<file path="src/rtl/csr_pkg.sv">
// csr_pkg: shared types and constants for the CSR command sequencer slice.
package csr_pkg;

  localparam int unsigned ADDR_WIDTH  = 6;
  localparam int unsigned DATA_WIDTH  = 8;
  localparam int unsigned DEPTH       = 32;
  localparam int unsigned TIMEOUT_CYC = 255;

  // Command byte opcodes (upper two bits of the command byte)
  typedef enum logic [1:0] {
    OP_NOP   = 2'b00,
    OP_RD    = 2'b01,
    OP_WR    = 2'b10,
    OP_BURST = 2'b11
  } op_e;

  // Command byte layout: {op[1:0], addr[5:0]}
  typedef struct packed {
    op_e                   op;
    logic [ADDR_WIDTH-1:0] addr;
  } cmd_t;

  typedef enum logic [2:0] {
    ST_IDLE     = 3'd0,
    ST_WDATA    = 3'd1,
    ST_RD_ISSUE = 3'd2,
    ST_RD_CAPT  = 3'd3,
    ST_RESP     = 3'd4
  } state_e;

  // Well-known CSR indices
  localparam logic [ADDR_WIDTH-1:0] CSR_CTRL   = ADDR_WIDTH'(0);
  localparam logic [ADDR_WIDTH-1:0] CSR_PWM_HI = ADDR_WIDTH'(3);
  localparam logic [ADDR_WIDTH-1:0] CSR_PWM_LO = ADDR_WIDTH'(4);
  localparam logic [ADDR_WIDTH-1:0] CSR_PORTA  = ADDR_WIDTH'(27);

  // True when the address maps onto an implemented CSR entry
  function automatic logic addr_in_range(input logic [ADDR_WIDTH-1:0] a);
    return (32'(a) < DEPTH);
  endfunction

  // Burst address step, wrapping from the last implemented entry back to 0
  function automatic logic [ADDR_WIDTH-1:0] next_addr(input logic [ADDR_WIDTH-1:0] a);
    if (32'(a) >= (DEPTH - 1)) return '0;
    return a + ADDR_WIDTH'(1);
  endfunction

endpackage

</file>
<file path="src/rtl/csr_cmd_sequencer_if.sv">
// csr_cmd_sequencer_if: SPI byte stream and CSR strobe bus of the sequencer.
interface csr_cmd_sequencer_if;
  import csr_pkg::*;

  logic                  spi_cs_act;
  logic [DATA_WIDTH-1:0] rx_data;
  logic                  rx_valid;
  logic [DATA_WIDTH-1:0] tx_data;
  logic                  tx_load;
  logic [ADDR_WIDTH-1:0] csr_addr;
  logic [DATA_WIDTH-1:0] csr_wdata;
  logic                  csr_we;
  logic                  csr_re;
  logic [DATA_WIDTH-1:0] csr_rdata;
  logic                  busy;
  logic                  err;

  // Sequencer side
  modport master (
    input  spi_cs_act, rx_data, rx_valid, csr_rdata,
    output tx_data, tx_load, csr_addr, csr_wdata, csr_we, csr_re, busy, err
  );

  // SPI slave / CSR file side
  modport slave (
    output spi_cs_act, rx_data, rx_valid, csr_rdata,
    input  tx_data, tx_load, csr_addr, csr_wdata, csr_we, csr_re, busy, err
  );

endinterface

</file>
<file path="src/rtl/csr_seq_timeout.sv">
// csr_seq_timeout: loadable down-counter; expired_c flags a count of zero.
module csr_seq_timeout
  import csr_pkg::*;
#(
  parameter int unsigned LOAD_VAL = TIMEOUT_CYC
) (
  input  logic clk,
  input  logic rst_bar,
  input  logic load,
  input  logic en,
  output logic expired_c
);

  localparam int unsigned CW = $clog2(LOAD_VAL + 1);

  logic [CW-1:0] cnt_q;

  // Load has priority; counting saturates at zero
  always_ff @(posedge clk or negedge rst_bar) begin
    if (!rst_bar)                 cnt_q <= '0;
    else if (load)                cnt_q <= CW'(LOAD_VAL);
    else if (en && cnt_q != '0)   cnt_q <= cnt_q - CW'(1);
  end

  assign expired_c = (cnt_q == '0);

endmodule

</file>
<file path="src/rtl/csr_cmd_sequencer.sv">
// csr_cmd_sequencer: parses SPI command bytes into single-cycle CSR strobes.
// Optional burst writes (op 11) are built when CSR_SEQ_BURST_EN is defined;
// otherwise op 11 is treated as a NOP.
module csr_cmd_sequencer
  import csr_pkg::*;
(
  input  logic                clk,
  input  logic                rst_bar,
  csr_cmd_sequencer_if.master bus
);

  state_e                state_q, state_d;
  logic [ADDR_WIDTH-1:0] addr_q, addr_d;
  logic                  bad_q, bad_d;
  logic                  burst_q, burst_d;

  logic [DATA_WIDTH-1:0] tx_data_q, tx_data_d;
  logic                  tx_load_q, tx_load_d;
  logic [ADDR_WIDTH-1:0] csr_addr_q, csr_addr_d;
  logic [DATA_WIDTH-1:0] csr_wdata_q, csr_wdata_d;
  logic                  csr_we_q, csr_we_d;
  logic                  csr_re_q, csr_re_d;
  logic                  busy_q;
  logic                  err_q, err_d;

  logic                  tmo_load;
  logic                  tmo_en;
  logic                  tmo_expired;
  cmd_t                  cmd;

  assign cmd    = cmd_t'(bus.rx_data);
  assign tmo_en = (state_q == ST_WDATA);

  // Inter-byte watchdog, active only while waiting for write data
  csr_seq_timeout #(.LOAD_VAL(TIMEOUT_CYC)) u_timeout (
    .clk       (clk),
    .rst_bar   (rst_bar),
    .load      (tmo_load),
    .en        (tmo_en),
    .expired_c (tmo_expired)
  );

  // State and registered outputs
  always_ff @(posedge clk or negedge rst_bar) begin
    if (!rst_bar) begin
      state_q     <= ST_IDLE;
      addr_q      <= '0;
      bad_q       <= 1'b0;
      burst_q     <= 1'b0;
      tx_data_q   <= '0;
      tx_load_q   <= 1'b0;
      csr_addr_q  <= '0;
      csr_wdata_q <= '0;
      csr_we_q    <= 1'b0;
      csr_re_q    <= 1'b0;
      busy_q      <= 1'b0;
      err_q       <= 1'b0;
    end else begin
      state_q     <= state_d;
      addr_q      <= addr_d;
      bad_q       <= bad_d;
      burst_q     <= burst_d;
      tx_data_q   <= tx_data_d;
      tx_load_q   <= tx_load_d;
      csr_addr_q  <= csr_addr_d;
      csr_wdata_q <= csr_wdata_d;
      csr_we_q    <= csr_we_d;
      csr_re_q    <= csr_re_d;
      busy_q      <= (state_d != ST_IDLE);
      err_q       <= err_d;
    end
  end

  // Next-state and next-output decode; chip-select release overrides everything
  always_comb begin
    state_d     = state_q;
    addr_d      = addr_q;
    bad_d       = bad_q;
    burst_d     = burst_q;
    tx_data_d   = tx_data_q;
    tx_load_d   = 1'b0;
    csr_addr_d  = csr_addr_q;
    csr_wdata_d = csr_wdata_q;
    csr_we_d    = 1'b0;
    csr_re_d    = 1'b0;
    err_d       = err_q;
    tmo_load    = 1'b0;

    if (!bus.spi_cs_act) begin
      state_d = ST_IDLE;
    end else begin
      case (state_q)
        ST_IDLE: begin
          if (bus.rx_valid) begin
            addr_d  = cmd.addr;
            bad_d   = !addr_in_range(cmd.addr);
            burst_d = 1'b0;
            case (cmd.op)
              OP_RD: begin
                state_d    = ST_RD_ISSUE;
                csr_addr_d = cmd.addr;
                csr_re_d   = addr_in_range(cmd.addr);
                if (!addr_in_range(cmd.addr)) err_d = 1'b1;
              end
              OP_WR: begin
                state_d  = ST_WDATA;
                tmo_load = 1'b1;
                if (!addr_in_range(cmd.addr)) err_d = 1'b1;
              end
`ifdef CSR_SEQ_BURST_EN
              OP_BURST: begin
                state_d  = ST_WDATA;
                burst_d  = 1'b1;
                tmo_load = 1'b1;
                if (!addr_in_range(cmd.addr)) err_d = 1'b1;
              end
`endif
              default: err_d = 1'b0;
            endcase
          end
        end
        ST_WDATA: begin
          if (tmo_expired) begin
            err_d   = 1'b1;
            state_d = ST_IDLE;
          end else if (bus.rx_valid) begin
            if (!bad_q) begin
              csr_we_d    = 1'b1;
              csr_addr_d  = addr_q;
              csr_wdata_d = bus.rx_data;
            end
            if (burst_q) begin
              addr_d   = next_addr(addr_q);
              tmo_load = 1'b1;
            end else begin
              state_d = ST_IDLE;
            end
          end
        end
        ST_RD_ISSUE: state_d = ST_RD_CAPT;
        ST_RD_CAPT: begin
          tx_data_d = bad_q ? '0 : bus.csr_rdata;
          state_d   = ST_RESP;
        end
        ST_RESP: begin
          tx_load_d = 1'b1;
          state_d   = ST_IDLE;
        end
        default: state_d = ST_IDLE;
      endcase
    end
  end

  assign bus.tx_data   = tx_data_q;
  assign bus.tx_load   = tx_load_q;
  assign bus.csr_addr  = csr_addr_q;
  assign bus.csr_wdata = csr_wdata_q;
  assign bus.csr_we    = csr_we_q;
  assign bus.csr_re    = csr_re_q;
  assign bus.busy      = busy_q;
  assign bus.err       = err_q;

endmodule

</file>
<file path="src/flat_wrapper.sv">
// flat-port wrapper written by rule: the top's interface ports become plain ports
module csr_cmd_sequencer_flat import csr_pkg::*;
  (clk, rst_bar, bus_spi_cs_act, bus_rx_data, bus_rx_valid, bus_csr_rdata, bus_tx_data, bus_tx_load, bus_csr_addr, bus_csr_wdata, bus_csr_we, bus_csr_re, bus_busy, bus_err);
  csr_cmd_sequencer_if bus_i ();
  input  logic clk;
  input  logic rst_bar;
  input wire logic [$bits(bus_i.spi_cs_act)-1:0] bus_spi_cs_act;
  input wire logic [$bits(bus_i.rx_data)-1:0] bus_rx_data;
  input wire logic [$bits(bus_i.rx_valid)-1:0] bus_rx_valid;
  input wire logic [$bits(bus_i.csr_rdata)-1:0] bus_csr_rdata;
  output wire logic [$bits(bus_i.tx_data)-1:0] bus_tx_data;
  output wire logic [$bits(bus_i.tx_load)-1:0] bus_tx_load;
  output wire logic [$bits(bus_i.csr_addr)-1:0] bus_csr_addr;
  output wire logic [$bits(bus_i.csr_wdata)-1:0] bus_csr_wdata;
  output wire logic [$bits(bus_i.csr_we)-1:0] bus_csr_we;
  output wire logic [$bits(bus_i.csr_re)-1:0] bus_csr_re;
  output wire logic [$bits(bus_i.busy)-1:0] bus_busy;
  output wire logic [$bits(bus_i.err)-1:0] bus_err;
  assign bus_i.spi_cs_act = bus_spi_cs_act;
  assign bus_i.rx_data = bus_rx_data;
  assign bus_i.rx_valid = bus_rx_valid;
  assign bus_i.csr_rdata = bus_csr_rdata;
  assign bus_tx_data = bus_i.tx_data;
  assign bus_tx_load = bus_i.tx_load;
  assign bus_csr_addr = bus_i.csr_addr;
  assign bus_csr_wdata = bus_i.csr_wdata;
  assign bus_csr_we = bus_i.csr_we;
  assign bus_csr_re = bus_i.csr_re;
  assign bus_busy = bus_i.busy;
  assign bus_err = bus_i.err;
  csr_cmd_sequencer u_core (.clk(clk), .rst_bar(rst_bar), .bus(bus_i));
endmodule
</file>
<file path="config.mk">
export PLATFORM = sky130hd
export DESIGN_NAME = csr_cmd_sequencer_flat
export DESIGN_NICKNAME = d
export VERILOG_FILES = /design/src/rtl/csr_pkg.sv /design/src/rtl/csr_cmd_sequencer_if.sv /design/src/rtl/csr_seq_timeout.sv /design/src/rtl/csr_cmd_sequencer.sv /design/src/flat_wrapper.sv
export SDC_FILE = /design/constraint.sdc
export NUM_CORES = 1
export LEC_CHECK = 0
export ABC_CLOCK_PERIOD_IN_PS = 5200
export BUFFER_PORTS_ARGS = -buffer_cell sky130_fd_sc_hd__buf_4
export CELL_PAD_IN_SITES_DETAIL_PLACEMENT = 2
export CELL_PAD_IN_SITES_GLOBAL_PLACEMENT = 2
export CORE_ASPECT_RATIO = 0.8
export CORE_MARGIN = 4
export CORE_UTILIZATION = 39
export CTS_BUF_LIST = sky130_fd_sc_hd__clkbuf_8
export DETAILED_ROUTE_END_ITERATION = 10
export PLACE_DENSITY = 0.93
export SYNTH_ARGS = -nofsm -noshare
export SYNTH_HDL_FRONTEND = slang
export SYNTH_SLANG_ARGS = --single-unit
</file>
<file path="constraint.sdc">
create_clock -name clk -period 5.2 [get_ports clk]
set_input_delay 0.52 -clock clk [delete_from_list [all_inputs] [get_ports clk]]
set_output_delay 0.52 -clock clk [all_outputs]
set_load 0.05 [all_outputs]
</file>
==> flow_summary_export.csv, run 1 <==
group,metric,value,unit
critical_path,worstPathArrival,2.97,ns
finish,diodes,0,
synthesis,syn_nets,194,
floorplan,io_pins,47,
route,postRouteAntennaNets,0,
synthesis,ys_types,37,
cts,htree_levels,2,
sta,clock.fmax,360.2,MHz
cts,post_cts.repair.setup_buffers,0,
grt,grt_max_degree,46,
sta,finalClockSkew,0.01005,ns
sta,slew_headroom,33.65,%
route,drcViolationCount,0,
synthesis,yosysMostFrequentCell,"dfrtp_1",
finish,final_area,0.002559,mm²
cts,cts_buffers,5,
grt,grt_pass1_wl,8942,µm
synthesis,ys.flop_type,"dfrtp_1",
pwr,power.leakage,1.222,nW
sta,hold_viol,0,
synthesis,syn_avg_cell_area,11.96,µm²
pwr,power_density,423.1,mW/mm²
synthesis,async_reset_ff_share,100.0,%
route,vias_per_cell,5.320,
sta,setup_viol_count_final,0,
synthesis,synth_cells,171,
route,num_vias,1495,
place,postPlaceCellArea,0.002447,mm²
cts,ctsResizeCount,0,
finish,layout-area-overhead-vs-synth,25.08,%
cts,cts_hold_buffers,0,
synthesis,synth_top_area_share,55.05,%
floorplan,start_util,40.62,%
synthesis,ys_warn_count,0,
cts,cts_tree,"yes",
pwr,power,1.083,mW
critical_path,endpoint_kind,"flip-flop",
route,wirelength,5536,µm
worst_hold_path,hold_path.class,"in -> async",
synthesis,synth-edff-count,0,
critical_path,crit_path_max_fanout,12,
sta,drv_slew,0,
sta,setup_tns,0,ns
place,place_congestion,0.8235,
finish,fin_nets,241,
synthesis,synth_top_area_cell,"dfrtp_1",
run_status,outcome,"finished clean",
synthesis,netlist_area,0.002046,mm²
synthesis,ys_seq_elements,45,
sta,post-route-period-util,53.39,%
finish,drive_above_1_share,40.18,%
route,drt-initial-drc-count,41,
sta,fin_crit,2.776,ns
grt,antenna_found_initial,0,
floorplan,num_rows,23,
pwr,ir_worst_vdd,0.2440,mV
cts,clk_pin_slew,0.08,ns
grt,grt_usage,18.75,%
floorplan,die_x,88.98,µm
cts,cts.path.max_buffers,2,
route,avgRoutedWirePerCell,19.70,µm
critical_path,crit_required,5.39,ns
run,max-cap-violations,0,
sta,hold_slack,0.2064,ns
synthesis,ys_seq_area_share,55.05,%
route,drt-pass1-iter-count,4,
sta,tightest_slew,0.9909,ns
cts,cts_num_sinks,45,
sta,grt_setup_unrepaired,"no",
critical_path,crit_type,"reg -> reg",
place,numPortBuffers,46,
finish,fillers,522,
grt,grt_pass1_vias,1662,
floorplan,core,0.005036,mm²
cts,clkLatencyLatePin,0.30,ns
critical_path,r2r_setup_slack,2.42,ns
grt,overflow,0,
floorplan,dieArea,0.006476,mm²
critical_path,startpoint_type,"flip-flop",
cts,root_buffer,"clkbuf_8",
place,dp_hpwl,4001,µm
synthesis,synthTopCellsByArea,"dfrtp_1, mux2_2, nand2_1",
floorplan,die_h,72.78,µm
synthesis,yosys-top-cells-count,"dfrtp_1, mux2_2, nand2_1, inv_1",
-- path summary, 6_finish.rpt --
| check | from | endpoint | cells past startpoint |
|---|---|---|---|
| worst max register to register | u_core.state_q[0] | u_core.bus.csr_wdata[4] | 4 |
| worst max-delay path | u_core.state_q[0] | u_core.bus.csr_wdata[4] | 4 |
| worst min register to register | u_core.bus.tx_data[1] | u_core.bus.tx_data[1] | 2 |
| max in group asynchronous | rst_bar | u_core.bus.csr_addr[4] | 1 |
| min in group clk | bus_rx_data[1] | u_core.bus.csr_wdata[1] | 2 |
| worst min-delay path | rst_bar | u_core.bus.tx_data[0] | 1 |
-- sequential cells by signal (all words and copies together), names as in the netlist --
register and count:
u_core.bus.csr_addr 6, u_core.bus.csr_wdata 8, u_core.bus.tx_data 8, u_core.bad_q 1
u_core.state_q 3, u_core.u_timeout.cnt_q 8, u_core.bus.busy 1, u_core.addr_q 6
u_core.bus.csr_re 1, u_core.bus.err 1, u_core.bus.tx_load 1, u_core.bus.csr_we 1
-- critical path, stage by stage, from the launching register on --
cell and delay [ns]:
dfrtp_1 0.49, nor3b_2 0.86, o41ai_4 0.37, nor3_4 0.54
mux2_2 0.40
-- metal layers --
metal / routed length [µm] / track usage, %
met3: 239 / 5.305
met4: 47 / 3.967
met1: 2339 / 23.04
met2: 2909 / 32.87
met5: 0 / 0
-- area by class of cell --
class / count / area (µm²) / area share, %
Clock buffer: 5 / 68.82 / 2.689
Clock inverter: 3 / 42.54 / 1.663
Inverter: 11 / 41.29 / 1.614
Multi-Input combinational cell: 109 / 857.1 / 33.50
Sequential cell: 45 / 1126 / 44.01
Tap cell: 62 / 77.57 / 3.032
Timing Repair Buffer: 46 / 345.3 / 13.50
-- logic make-up (layout without fill, tap and decap cells) --
family,Yosys count,after routing,share of synthesized area (%)
multiplexers,30,30,16.39
AND/OR/NAND/NOR,51,51,14.31
AO/OA/AOI/OAI,23,23,8.257
XOR/XNOR,2,2,0.8564
adder cells (fa/ha/maj),3,3,1.835
buffers and inverters,17,65,3.303
flip-flops,45,45,55.05
-- cell usage in the layout, fill, tap and decap left out, types with 2 or more instances in the layout --
master	count
nor3_1	2
nand4_1	2
or4_1	2
clkbuf_8	5
o21ai_0	9
nand2_1	16
nand3_1	2
nor2_1	6
nand2b_1	9
a21oi_1	3
o211ai_1	2
mux2i_1	2
inv_1	12
ha_1	3
nand4b_1	2
dfrtp_1	45
a31oi_1	2
buf_4	46
or2_2	2
mux2_2	28
-- power breakdown --
part / switching [mW] / leakage (nW) / internal, mW
Clock: 0.121 / 0.0595 / 0.142
Combinational: 0.229 / 0.610 / 0.126
Sequential: 0.0510 / 0.552 / 0.412
-- stage by stage --
stage | cells | util [%] | worst slack (ns)
global route | 281 | 50.81 | 2.257
finish | 281 | 50.81 | 2.424
detailed placement | 273 | 48.60 | 2.394
CTS | 281 | 50.81 | 2.376
global placement | 273 | 48.60 | 2.600
floorplan | 171 | - | 2.915
(Power assumes the default switching activity.)
==> run 2, diff against run 1 <==
--- a/config.mk
+++ b/config.mk
@@ -5,16 +5,16 @@
 export SDC_FILE = /design/constraint.sdc
 export NUM_CORES = 1
 export LEC_CHECK = 0
-export ABC_CLOCK_PERIOD_IN_PS = 5200
+export ABC_CLOCK_PERIOD_IN_PS = 2200
 export BUFFER_PORTS_ARGS = -buffer_cell sky130_fd_sc_hd__buf_4
 export CELL_PAD_IN_SITES_DETAIL_PLACEMENT = 2
 export CELL_PAD_IN_SITES_GLOBAL_PLACEMENT = 2
 export CORE_ASPECT_RATIO = 0.8
 export CORE_MARGIN = 4
-export CORE_UTILIZATION = 39
+export CORE_UTILIZATION = 32
 export CTS_BUF_LIST = sky130_fd_sc_hd__clkbuf_8
 export DETAILED_ROUTE_END_ITERATION = 10
-export PLACE_DENSITY = 0.93
+export PLACE_DENSITY = 0.83
 export SYNTH_ARGS = -nofsm -noshare
 export SYNTH_HDL_FRONTEND = slang
 export SYNTH_SLANG_ARGS = --single-unit
==> constraint.sdc (replaced) <==
create_clock -name clk -period 2.2 [get_ports clk]
set_input_delay 0.22 -clock clk [delete_from_list [all_inputs] [get_ports clk]]
set_output_delay 0.22 -clock clk [all_outputs]
set_load 0.05 [all_outputs]
==> flow_summary_export.csv, run 2 (synthesis results as in run 1) <==
group,metric,value,unit
run_status,outcome,"finished clean",
finish,final_cells,314,
sta,fin_crit,2.063,ns
sta,worst_slack,0.1367,ns
floorplan,die_x,97.39,µm
finish,drive_above_1_share,45.49,%
sta,clock.fmax,484.7,MHz
route,vias_per_cell,4.952,
run,max-cap-violations,0,
critical_path,crit_path_max_fanout,6,
route,postRouteAntennaNets,0,
critical_path,cp_cell_sequence,"inv_2 > ha_4 > or4b_4 > o41ai_4 > buf_4 > buf_6 > nand3b_1 > mux2i_1",
grt,grt_max_degree,46,
place,postPlaceCellArea,0.002554,mm²
pwr,power.leakage,1.273,nW
grt,grt_usage,16.36,%
finish,diodes,0,
cts,root_buffer,"clkbuf_8",
finish,layout_common_cells,"buf_4, dfrtp_1, mux2_2",
grt,grt_pass1_vias,1853,
place,dp_cells,303,
sta,drv_slew,0,
sta,grt_setup_unrepaired,"yes",
route,drt-pass1-iter-count,4,
cts,clkLatencyLatePin,0.30,ns
sta,hold_slack,0.1636,ns
critical_path,crit_required,2.42,ns
grt,overflow,0,
floorplan,die_h,79.52,µm
cts,cts_num_sinks,45,
worst_hold_path,min_path_cells,2,
cts,clk_pin_slew,0.09,ns
cts,htree_levels,2,
route,avgRoutedWirePerCell,18.33,µm
route,wirelength,5757,µm
sta,hold_viol,0,
finish,fillers,660,
worst_hold_path,hold_path.class,"in -> reg",
sta,post-route-period-util,93.79,%
sta,setup_tns,0,ns
sta,finalClockSkew,0.004099,ns
place,dp_hpwl,4249,µm
grt,grt_pass1_wl,10040,µm
route,drt-initial-drc-count,29,
sta,tightest_slew,0.5952,ns
finish,fin_nets,255,
critical_path,max_stage_delay,0.47,ns
critical_path,r2r_cells,8,
grt,antenna_found_initial,0,
critical_path,worstPathArrival,2.29,ns
pwr,power_density,935.7,mW/mm²
cts,cts_buffers,5,
place,place_congestion,0.7866,
cts,cts.path.max_buffers,2,
critical_path,startpoint_type,"flip-flop",
finish,layout-area-overhead-vs-synth,31.56,%
floorplan,dieArea,0.007744,mm²
finish,final_area,0.002691,mm²
pwr,ir_worst_vdd,0.5517,mV
sta,setup_viol_count_final,0,
sta,slew_headroom,60.32,%
critical_path,endpoint_kind,"flip-flop",
route,drcViolationCount,0,
place,numPortBuffers,46,
floorplan,num_rows,25,
critical_path,crit_type,"reg -> reg",
critical_path,cpMaxStageDelayCell,"or4b_4",
finish,final_common_cell,"buf_4",
floorplan,start_util,33.71,%
cts,cts_tree,"yes",
place,pre_cts_ws,-0.03178,ns
floorplan,io_pins,47,
route,num_vias,1555,
floorplan,core,0.006068,mm²
==> run 2: metal layers <==
metal | routed length, µm | global-route usage, % | up-vias
met5 | 0 | 0 | -
met4 | 25 | 3.320 | 0
met3 | 234 | 4.105 | 5
met2 | 2932 | 28.73 | 29
met1 | 2564 | 20.58 | 801
li1 | - | - | 720
==> run 2: final timing paths <==
| kind | startpoint | end | slack (ns) |
|---|---|---|---|
| max | u_core.u_timeout.cnt_q[0] | u_core.u_timeout.cnt_q[3] | 0.14 |
| min reg2reg | u_core.bus.tx_data[6] | u_core.bus.tx_data[6] | 0.50 |
| min in group asynchronous | rst_bar | u_core.bus.csr_we | 0.45 |
| max in group asynchronous | rst_bar | u_core.bus.busy | 1.33 |
| min | bus_rx_data[1] | u_core.bus.csr_wdata[1] | 0.16 |
| max reg2reg | u_core.u_timeout.cnt_q[0] | u_core.u_timeout.cnt_q[3] | 0.14 |
==> run 2: repair_timing <==
action	in CTS	in global routing
endpoints found under the hold margin	45	0
setup buffers	2	0
resized for setup	4	3
pin swaps	2	1
hold buffers	1	0
endpoints found under the setup margin	3	18
==> run 2: power breakdown <==
part / switching (mW) / total, mW / internal, mW
Clock: 0.311 / 0.537 / 0.226
Combinational: 0.559 / 0.889 / 0.331
Sequential: 0.117 / 1.09 / 0.974
Total: 0.987 / 2.52 / 1.53
==> run 2: critical path: cells and delay by family (launching register included) <==
kind,cells,cell delay (ns)
AND/OR/NAND/NOR,2,0.59
flip-flops,1,0.40
buffers and inverters,3,0.39
AO/OA/AOI/OAI,1,0.25
multiplexers,1,0.21
adder cells (fa/ha/maj),1,0.13
==> run 2: per-stage QoR <==
stage	utilization (%)	total power [mW]
floorplan	-	1.645
global placement	42.08	1.926
detailed placement	42.08	1.974
CTS	44.16	2.540
global route	44.35	2.671
finish	44.35	2.518
==> run 2: area by class of cell <==
cell class              count  area, µm²  share of cell area (%)
clock buffers               5      68.82                   2.557
clock inverters             3      22.52                  0.8368
inverters                  11      41.29                   1.534
multi-input cells         109      874.6                   32.50
flip-flops and latches     45       1126                   41.84
well taps                  81      101.3                   3.766
repair buffers             60      456.7                   16.97
